File: config.mk
export PLATFORM = sky130hd
export DESIGN_NAME = axil_cmd_master
export DESIGN_NICKNAME = d
export VERILOG_FILES = /design/src/rtl/axil_cmd_master.sv
export SDC_FILE = /design/constraint.sdc
export NUM_CORES = 1
export LEC_CHECK = 0
export BUFFER_PORTS_ARGS = -buffer_cell sky130_fd_sc_hd__buf_2
export CORE_MARGIN = 3
export CORE_UTILIZATION = 42
export CTS_CLUSTER_SIZE = 14
export DETAILED_ROUTE_END_ITERATION = 12
export GPL_ROUTABILITY_DRIVEN = 1
export PLACE_DENSITY_LB_ADDON = 0.05
export SYNTH_ARGS = -nofsm -noshare
export SYNTH_HDL_FRONTEND = slang
export SYNTH_SLANG_ARGS = --single-unit
File: constraint.sdc
create_clock -name axi_clk -period 3.7 [get_ports axi_clk]
set_input_delay 0.37 -clock axi_clk [delete_from_list [all_inputs] [get_ports axi_clk]]
set_output_delay 0.37 -clock axi_clk [all_outputs]
set_load 0.02 [all_outputs]
File: src/rtl/axil_cmd_master.sv
// Single-outstanding AXI4-Lite master driven by a simple command/response port.
// Registered AXI outputs, per-transaction timeout with forced error response.
module axil_cmd_master #(
  parameter int TIMEOUT_CYCLES = 256
) (
  input  logic        axi_clk,
  input  logic        axi_rst,
  input  logic        cmd_valid,
  output logic        cmd_ready,
  input  logic        cmd_write,
  input  logic [31:0] cmd_addr,
  input  logic [31:0] cmd_wdata,
  output logic        rsp_valid,
  input  logic        rsp_ready,
  output logic [31:0] rsp_rdata,
  output logic [1:0]  rsp_resp,
  output logic        rsp_timeout,
  output logic [31:0] m_awaddr,
  output logic [2:0]  m_awprot,
  output logic        m_awvalid,
  input  logic        m_awready,
  output logic [31:0] m_wdata,
  output logic [3:0]  m_wstrb,
  output logic        m_wvalid,
  input  logic        m_wready,
  input  logic [1:0]  m_bresp,
  input  logic        m_bvalid,
  output logic        m_bready,
  output logic [31:0] m_araddr,
  output logic [2:0]  m_arprot,
  output logic        m_arvalid,
  input  logic        m_arready,
  input  logic [31:0] m_rdata,
  input  logic [1:0]  m_rresp,
  input  logic        m_rvalid,
  output logic        m_rready
);

  typedef enum logic [2:0] {
    IDLE,
    WR_REQ,
    WR_RESP,
    RD_REQ,
    RD_DATA,
    RSP
  } state_t;

  localparam logic [15:0] TO_LAST = 16'(TIMEOUT_CYCLES - 1);

  state_t      state;
  logic [15:0] cnt;
  logic        aw_ok;
  logic        w_ok;
  logic        done;
  logic        busy;
  logic        do_timeout;

  assign m_awprot = 3'b000;
  assign m_arprot = 3'b000;
  assign m_wstrb  = 4'hF;

  // A channel counts as finished once its valid has dropped or it handshakes now
  assign aw_ok = !m_awvalid || m_awready;
  assign w_ok  = !m_wvalid || m_wready;

  always_comb begin
    done = 1'b0;
    busy = 1'b1;
    unique case (state)
      WR_REQ:  done = aw_ok && w_ok;
      WR_RESP: done = m_bvalid;
      RD_REQ:  done = m_arready;
      RD_DATA: done = m_rvalid;
      default: busy = 1'b0;
    endcase
  end

  // A completing handshake in the last allowed cycle beats the timeout
  assign do_timeout = busy && (cnt == TO_LAST) && !done;

  always_ff @(posedge axi_clk or posedge axi_rst) begin
    if (axi_rst) begin
      state       <= IDLE;
      cnt         <= '0;
      cmd_ready   <= 1'b0;
      rsp_valid   <= 1'b0;
      rsp_rdata   <= '0;
      rsp_resp    <= '0;
      rsp_timeout <= 1'b0;
      m_awaddr    <= '0;
      m_awvalid   <= 1'b0;
      m_wdata     <= '0;
      m_wvalid    <= 1'b0;
      m_bready    <= 1'b0;
      m_araddr    <= '0;
      m_arvalid   <= 1'b0;
      m_rready    <= 1'b0;
    end else begin
      if (busy && cnt != 16'hFFFF) begin
        cnt <= cnt + 16'd1;
      end
      if (do_timeout) begin
        m_awvalid   <= 1'b0;
        m_wvalid    <= 1'b0;
        m_bready    <= 1'b0;
        m_arvalid   <= 1'b0;
        m_rready    <= 1'b0;
        rsp_valid   <= 1'b1;
        rsp_timeout <= 1'b1;
        rsp_resp    <= 2'b10;
        rsp_rdata   <= '0;
        state       <= RSP;
      end else begin
        unique case (state)
          IDLE: begin
            cmd_ready <= 1'b1;
            if (cmd_valid && cmd_ready) begin
              cmd_ready <= 1'b0;
              cnt       <= '0;
              m_awaddr  <= cmd_addr & 32'hFFFF_FFFC;
              m_araddr  <= cmd_addr & 32'hFFFF_FFFC;
              m_wdata   <= cmd_wdata;
              if (cmd_write) begin
                m_awvalid <= 1'b1;
                m_wvalid  <= 1'b1;
                state     <= WR_REQ;
              end else begin
                m_arvalid <= 1'b1;
                state     <= RD_REQ;
              end
            end
          end
          WR_REQ: begin
            if (m_awready) m_awvalid <= 1'b0;
            if (m_wready)  m_wvalid  <= 1'b0;
            if (aw_ok && w_ok) begin
              m_bready <= 1'b1;
              state    <= WR_RESP;
            end
          end
          WR_RESP: begin
            if (m_bvalid) begin
              m_bready    <= 1'b0;
              rsp_resp    <= m_bresp;
              rsp_rdata   <= '0;
              rsp_timeout <= 1'b0;
              rsp_valid   <= 1'b1;
              state       <= RSP;
            end
          end
          RD_REQ: begin
            if (m_arready) begin
              m_arvalid <= 1'b0;
              m_rready  <= 1'b1;
              state     <= RD_DATA;
            end
          end
          RD_DATA: begin
            if (m_rvalid) begin
              m_rready    <= 1'b0;
              rsp_resp    <= m_rresp;
              rsp_rdata   <= m_rdata;
              rsp_timeout <= 1'b0;
              rsp_valid   <= 1'b1;
              state       <= RSP;
            end
          end
          RSP: begin
            if (rsp_ready) begin
              rsp_valid   <= 1'b0;
              rsp_timeout <= 1'b0;
              cmd_ready   <= 1'b1;
              state       <= IDLE;
            end
          end
          default: state <= IDLE;
        endcase
      end
    end
  end

endmodule
==> metrics, run 1 <==
chip width 121 um; antenna violations before repair 0; Final #Nets 891; die area 14600 um2; Main synth FF type dfrtp_1; clock tree buffer depth 2; FMAX 371 MHz; Synth top area share 0.556; fin crit share 0.729; met3 routed WL 917 um; gr usage total 0.200; # Max-Cap Violations 0; Pre-antenna DRT Iters 5; largest net degree at the start of global routing 124; DR WL met2 7120 um; Crit Path Category flop to flop; Setup-failing EPs final 0; clock skew 0.00732 ns; status completed; setup TNS 0 ns; leading area contributor after synthesis dfrtp_1; Synth cell types 52; Hold WC Path Type input port to async pin; DR WL/cell 15.2 um; Fin. Hold Viols 0; postcts setup bufs 0; critical path launch point type flop; crit-path max FO 24; Diodes inserted 0; Port Buffers 241; FF+latch count, synth 123; ranking of synthesized cells by area dfrtp_1, nand2_1, buf_4; post-cts resize count 0; Warnings, synthesis 0; syn avg cell area 9.55 um2; post-route ant nets 0; Routed WL 14600 um; Peak VDD IR 0.415 mV; pwr dens 957 nW/um2; Area Overhead vs Synth 29.1%; Root Driver clkbuf_16; first-pass GRT wire length 23000 um; Post-DP Area 6560 um2; Skew-Pair Late Insertion Delay 0.41 ns; H-tree Lvls 4; RD Place Congestion 0.815; max-slew violation count 0; Via density 4.86; Congestion Overflow GR 0; post-route minimum period 2.70 ns; share of layout cells above drive strength 1 0.361; TritonCTS Sinks 123; RSZ-0062 raised after global routing no; Required @ worst endpoint 4.01 ns; Hold Slack 0.0985 ns; P_leak 0.00395 uW; vias in the first global route 4476; CTS tree done; Core Box Area 12800 um2; Critical Path End Type flop; number of enable flip-flop cells after synthesis 0; Inserted Clock Buffers 17; met1 WL 6390 um; ys async rst share 1.00; register area share after synthesis 0.556; I/O pins 258; worst slew pin tran 0.926 ns; Synth Cell Area 5540 um2; Mapped Cells 580; overall power 6840 uW; Top Metal Used met4; DR iter-0 viols 309; Post-route DRC 0; CTS clk-pin slew, worst paths 0.05 ns; crit path DAT 3.00 ns; FP Rows 41; Rel. slew slack 0.377; Initial Utilization 0.434; Via Count 4687; post-route cell area 7150 um2; CTS Hold Bufs 0; DP HPWL 10200 um; die height 121 um
## cells in the mapped netlist (2+ instances only)
library cell / number
nand2_1: 204
dfrtp_1: 123
buf_4: 44
a22o_1: 28
nor2_1: 22
clkbuf_1: 20
a21oi_1: 15
nor4_1: 11
nor3_1: 10
xnor2_1: 9
nand3_1: 7
buf_1: 5
inv_1: 5
mux2i_1: 5
nand2b_1: 5
o21ai_0: 5
a22o_2: 4
nand3b_1: 4
nand4_1: 4
buf_2: 3
buf_8: 3
nand4b_1: 3
nor2b_1: 3
a31oi_1: 2
and3_1: 2
and4_1: 2
buf_6: 2
conb_1: 2
nor4b_1: 2
o21bai_1: 2
or3_1: 2
xor2_1: 2
## cells by family after synthesis
group	synth area share
other cells	0.00136
xor+xnor	0.0174
flops	0.556
mux	0.00904
fa+ha+maj	0.00226
buf+inv	0.0949
compound gates	0.0985
simple gates	0.221
## layer usage
layer  track usage  up-vias
met5             0        -
met4        0.0708        0
met3        0.0519       16
met2         0.317      184
met1         0.265     2215
li1              -     2272
## metrics by stage
step / instances / setup WS, ns / utilization
6_report: 964 / 1.00 / 0.560
5_1_grt: 964 / 0.659 / 0.560
3_5_place_dp: 933 / 1.08 / 0.514
3_3_place_gp: 933 / 1.21 / 0.514
4_1_cts: 964 / 1.08 / 0.560
2_1_floorplan: 592 / 0.0591 / -
## path summary, 6_finish.rpt
path                                          from                   endpoint  slack [ns]  depth (start not counted)
max                           state[2]$_DFFE_PP0P_       state[2]$_DFFE_PP0P_        1.00                          5
min                                        axi_rst  rsp_rdata[29]$_DFFE_PP0P_         0.1                          3
max reg2reg                   state[2]$_DFFE_PP0P_       state[2]$_DFFE_PP0P_        1.00                          5
min reg2reg                m_wdata[31]$_DFFE_PP0P_    m_wdata[31]$_DFFE_PP0P_        0.46                          2
max in group asynchronous                  axi_rst       state[0]$_DFFE_PP0P_        3.06                          3
min in group axi_clk                 cmd_wdata[11]    m_wdata[11]$_DFFE_PP0P_        0.15                          3
## critical path, stage by stage (launching register included)
cell and delay, ns:
dfrtp_1 0.79, nand3b_1 0.24, a21oi_1 0.22, nor4_1 0.87, o21bai_1 0.17, a221oi_1 0.31
## state kept, by name, indices dropped and copies added, names as in the netlist, 2 cells and up
signal and count:
m_wdata 32, rsp_resp 2, rsp_rdata 32, state 3, m_awaddr 30, cnt 16
## layout by cell type, fill, tap and decap left out, types with 2 or more instances in the layout
master and count:
and3_1 2, a22o_2 4, a31oi_1 2, a21oi_1 15, clkbuf_1 2, nand4_1 4, conb_1 14, mux2i_1 5
and4_1 2, xnor2_1 9, o21ai_0 5, nor2_1 22, clkinv_2 4, clkbuf_8 5, nor4b_1 2, nor4_1 11
a22o_1 28, nand3_1 6, nand4b_1 3, nand2b_1 5, inv_1 4, buf_4 4, clkbuf_16 17, bufinv_16 2
dfrtp_1 123, xor2_1 2, or3_1 2, nor3_1 10, o21bai_1 2, nand3b_1 4, nand3_2 2, nor2b_1 2
nand2_1 204, buf_2 241
## layout make-up
| class | count | area (um2) |
|---|---|---|
| Sequential cell | 123 | 3080 |
| Timing Repair Buffer | 246 | 1260 |
| Fill cell | 1170 | 5620 |
| Multi-Input combinational cell | 387 | 1990 |
| Clock buffer | 24 | 502 |
| Inverter | 5 | 21.3 |
| Clock inverter | 7 | 87.6 |
| Tap cell | 172 | 215 |
## where the power goes
part / switching, uW / total [uW] / internal (uW)
clock network: 562 / 1630 / 1070
logic: 1840 / 2850 / 1010
registers: 443 / 2360 / 1920
total: 2840 / 6840 / 4000
(Power assumes the default switching activity.)
==> run 2: changes to the inputs <==
--- a/config.mk
+++ b/config.mk
@@ -7,7 +7,7 @@
 export LEC_CHECK = 0
 export BUFFER_PORTS_ARGS = -buffer_cell sky130_fd_sc_hd__buf_2
 export CORE_MARGIN = 3
-export CORE_UTILIZATION = 42
+export CORE_UTILIZATION = 47
 export CTS_CLUSTER_SIZE = 14
 export DETAILED_ROUTE_END_ITERATION = 12
 export GPL_ROUTABILITY_DRIVEN = 1
==> constraint.sdc (replaced) <==
create_clock -name axi_clk -period 2.7 [get_ports axi_clk]
set_input_delay 0.27 -clock axi_clk [delete_from_list [all_inputs] [get_ports axi_clk]]
set_output_delay 0.27 -clock axi_clk [all_outputs]
set_load 0.02 [all_outputs]
==> run 2 against run 1 <==
First-iteration DRC count up 21%; cell count down 2.1%; sequential share of layout area down 0.083 points; total power up 35%; register-to-register slack worse by 0.73 ns; global-route usage up 1.7 points; non-clock buffer count up 8; clock power up 26%; critical path type unchanged.
==> metrics, run 2 (synthesis results as in run 1) <==
critical path launch point type flop; share of layout cells above drive strength 1 0.368 (+0.00718); CTS Hold Bufs 0 (unchanged); worst reg2reg setup slack 0.27 ns (-0.73 ns); Area Overhead vs Synth 29.4%; depth of the worst register-to-register path 7 (+2); reg2reg start cnt[0]$_DFF_PP0_; clock skew 0.0113 ns (+0.00401 ns); CP delay by family, top simple AND/OR/NAND/NOR gates; die height 115 um (-5.2%); biggest regs m_wdata: 32 flops, rsp_rdata: 32 flops, m_awaddr: 30 flops; Via density 4.99 (+2.7%); Via Count 4714 (+0.58%); antenna violations before repair 0 (unchanged); first-pass GRT wire length 22100 um (-3.6%); vias in the first global route 4399 (-1.7%); Peak VDD IR 0.924 mV (+120%); Port Buffers 241 (unchanged); final setup margin 0.272 ns (-0.731 ns); crit-path max FO 34 (+42%); status completed; Diodes inserted 0 (unchanged); TritonCTS Sinks 123 (unchanged); Critical Path End Type flop; Final #Nets 899 (+0.90%); Post-route DRC 0 (unchanged); Fin. Hold Viols 0 (unchanged); DR iter-0 viols 374 (+21%); max-slew violation count 0 (unchanged); fin crit share 0.899 (+0.170); DR WL/cell 15.0 um (-0.82%); CTS tree done; most frequent cells in the layout buf_2, nand2_1, dfrtp_1; crit path cell chain ha_1 -> nand3_2 -> or2_0 -> or3_1 -> a21o_1 -> buf_4 -> a22o_2; post-route minimum period 2.43 ns (-0.269 ns); chip width 115 um (-5.2%); Skew-Pair Late Insertion Delay 0.41 ns (about the same); Hold WC Path Type input port to async pin; H-tree Lvls 4 (unchanged); postcts setup bufs 0 (unchanged); Required @ worst endpoint 2.99 ns (-1.02 ns); DP HPWL 10100 um (-1.2%); largest net degree at the start of global routing 68 (-45%); crit path DAT 2.72 ns (-0.28 ns); worst path buffer plus inverter count 1 (+1); post-route insts no fill 944 (-2.1%); RR Endpoint rsp_rdata[25]$_DFFE_PP0P_; post-route ant nets 0 (unchanged); setup TNS 0 ns (unchanged); RSZ-0062 raised after global routing no; Crit Path Category flop to flop; gr usage total 0.216 (+0.0166); I/O pins 258 (unchanged); Setup-failing EPs final 0 (unchanged); Rel. slew slack 0.428 (+0.0514); Root Driver clkbuf_16; pwr dens 1290 nW/um2 (+35%); peak per-stage delay on the critical path 0.53 ns (-0.34 ns); Initial Utilization 0.483 (+0.0494); Hold Slack 0.0256 ns (-0.0729 ns); P_leak 0.00398 uW (+0.79%); Routed WL 14200 um (-2.9%); CTS clk-pin slew, worst paths 0.05 ns (about the same); # Max-Cap Violations 0 (unchanged); Core Box Area 11500 um2 (-10%); FMAX 412 MHz (+11%); post-cts resize count 0 (unchanged); setup slack at placement 0.299 ns (-0.784 ns); worst slew pin tran 0.856 ns (-0.0704 ns); DP Cell Count 912 (-2.3%); most common cell after layout, fill and taps aside buf_2; Congestion Overflow GR 0 (unchanged); clock tree buffer depth 2 (unchanged); die area 13100 um2 (-10%); Inserted Clock Buffers 17 (unchanged); Pre-antenna DRT Iters 4 (-1); Slowest-stage cell, CP or3_1; RD Place Congestion 0.888 (+8.9%); FP Rows 39 (-4.9%)
-- run 2: changes by cell type in the layout (fill, tap and decap cells not counted) --
| cell | change |
|---|---|
| clkbuf_8 | +1 |
| clkinv_2 | +2 |
| buf_4 | +6 |
| inv_4 | -1 |
| buf_12 | +2 |
| bufinv_16 | -2 |
| clkinvlp_4 | +1 |
-- run 2: per-stage QoR --
stage                util  cell area [um2]  power, uW
floorplan               -             5590       6090
global placement    0.577             6610       7170
detailed placement  0.577             6610       7240
CTS                 0.625             7170       9350
global route        0.625             7170       9880
finish              0.625             7170       9250
-- run 2: worst reg2reg max path: stages, from the launching register on --
cell,delay (ns)
dfrtp_1,0.38
ha_1,0.24
nand3_2,0.11
or2_0,0.32
or3_1,0.53
a21o_1,0.24
buf_4,0.23
a22o_2,0.27
-- run 2: worst max path at each step --
stage,startpoint,end,cells past startpoint
after floorplan,cnt[0]$_DFF_PP0_,rsp_rdata[0]$_DFFE_PP0P_,10
after global placement,cnt[0]$_DFF_PP0_,rsp_rdata[25]$_DFFE_PP0P_,7
after detailed placement,cnt[0]$_DFF_PP0_,rsp_rdata[24]$_DFFE_PP0P_,7
after CTS,cnt[0]$_DFF_PP0_,rsp_rdata[25]$_DFFE_PP0P_,7
after global routing,cnt[0]$_DFF_PP0_,rsp_rdata[25]$_DFFE_PP0P_,7
final,cnt[0]$_DFF_PP0_,rsp_rdata[25]$_DFFE_PP0P_,7
-- run 2: cell type report --
| class | instances | area (um2) |
|---|---|---|
| clock buffer | 25 | 515 |
| clock inverter | 7 | 37.5 |
| fill | 980 | 4300 |
| inverter | 5 | 22.5 |
| multi-input combinational | 387 | 1990 |
| sequential | 123 | 3080 |
| tap | 143 | 179 |
| timing repair buffer | 254 | 1340 |
-- run 2: power by group --
group | internal (uW) | switching (uW) | leakage (uW)
sequential | 2630 | 533 | 0.00155
clock | 1310 | 754 | 0.000279
combinational | 1430 | 2590 | 0.00215
total | 5370 | 3880 | 0.00398
-- run 2: layer usage --
metal	part of all wire	vias to the layer above	GRT usage
li1	-	2294	-
met1	0.42	2228	0.280
met2	0.49	183	0.348
met3	0.088	9	0.0703
met4	0.0080	0	0.0625
met5	0	-	0
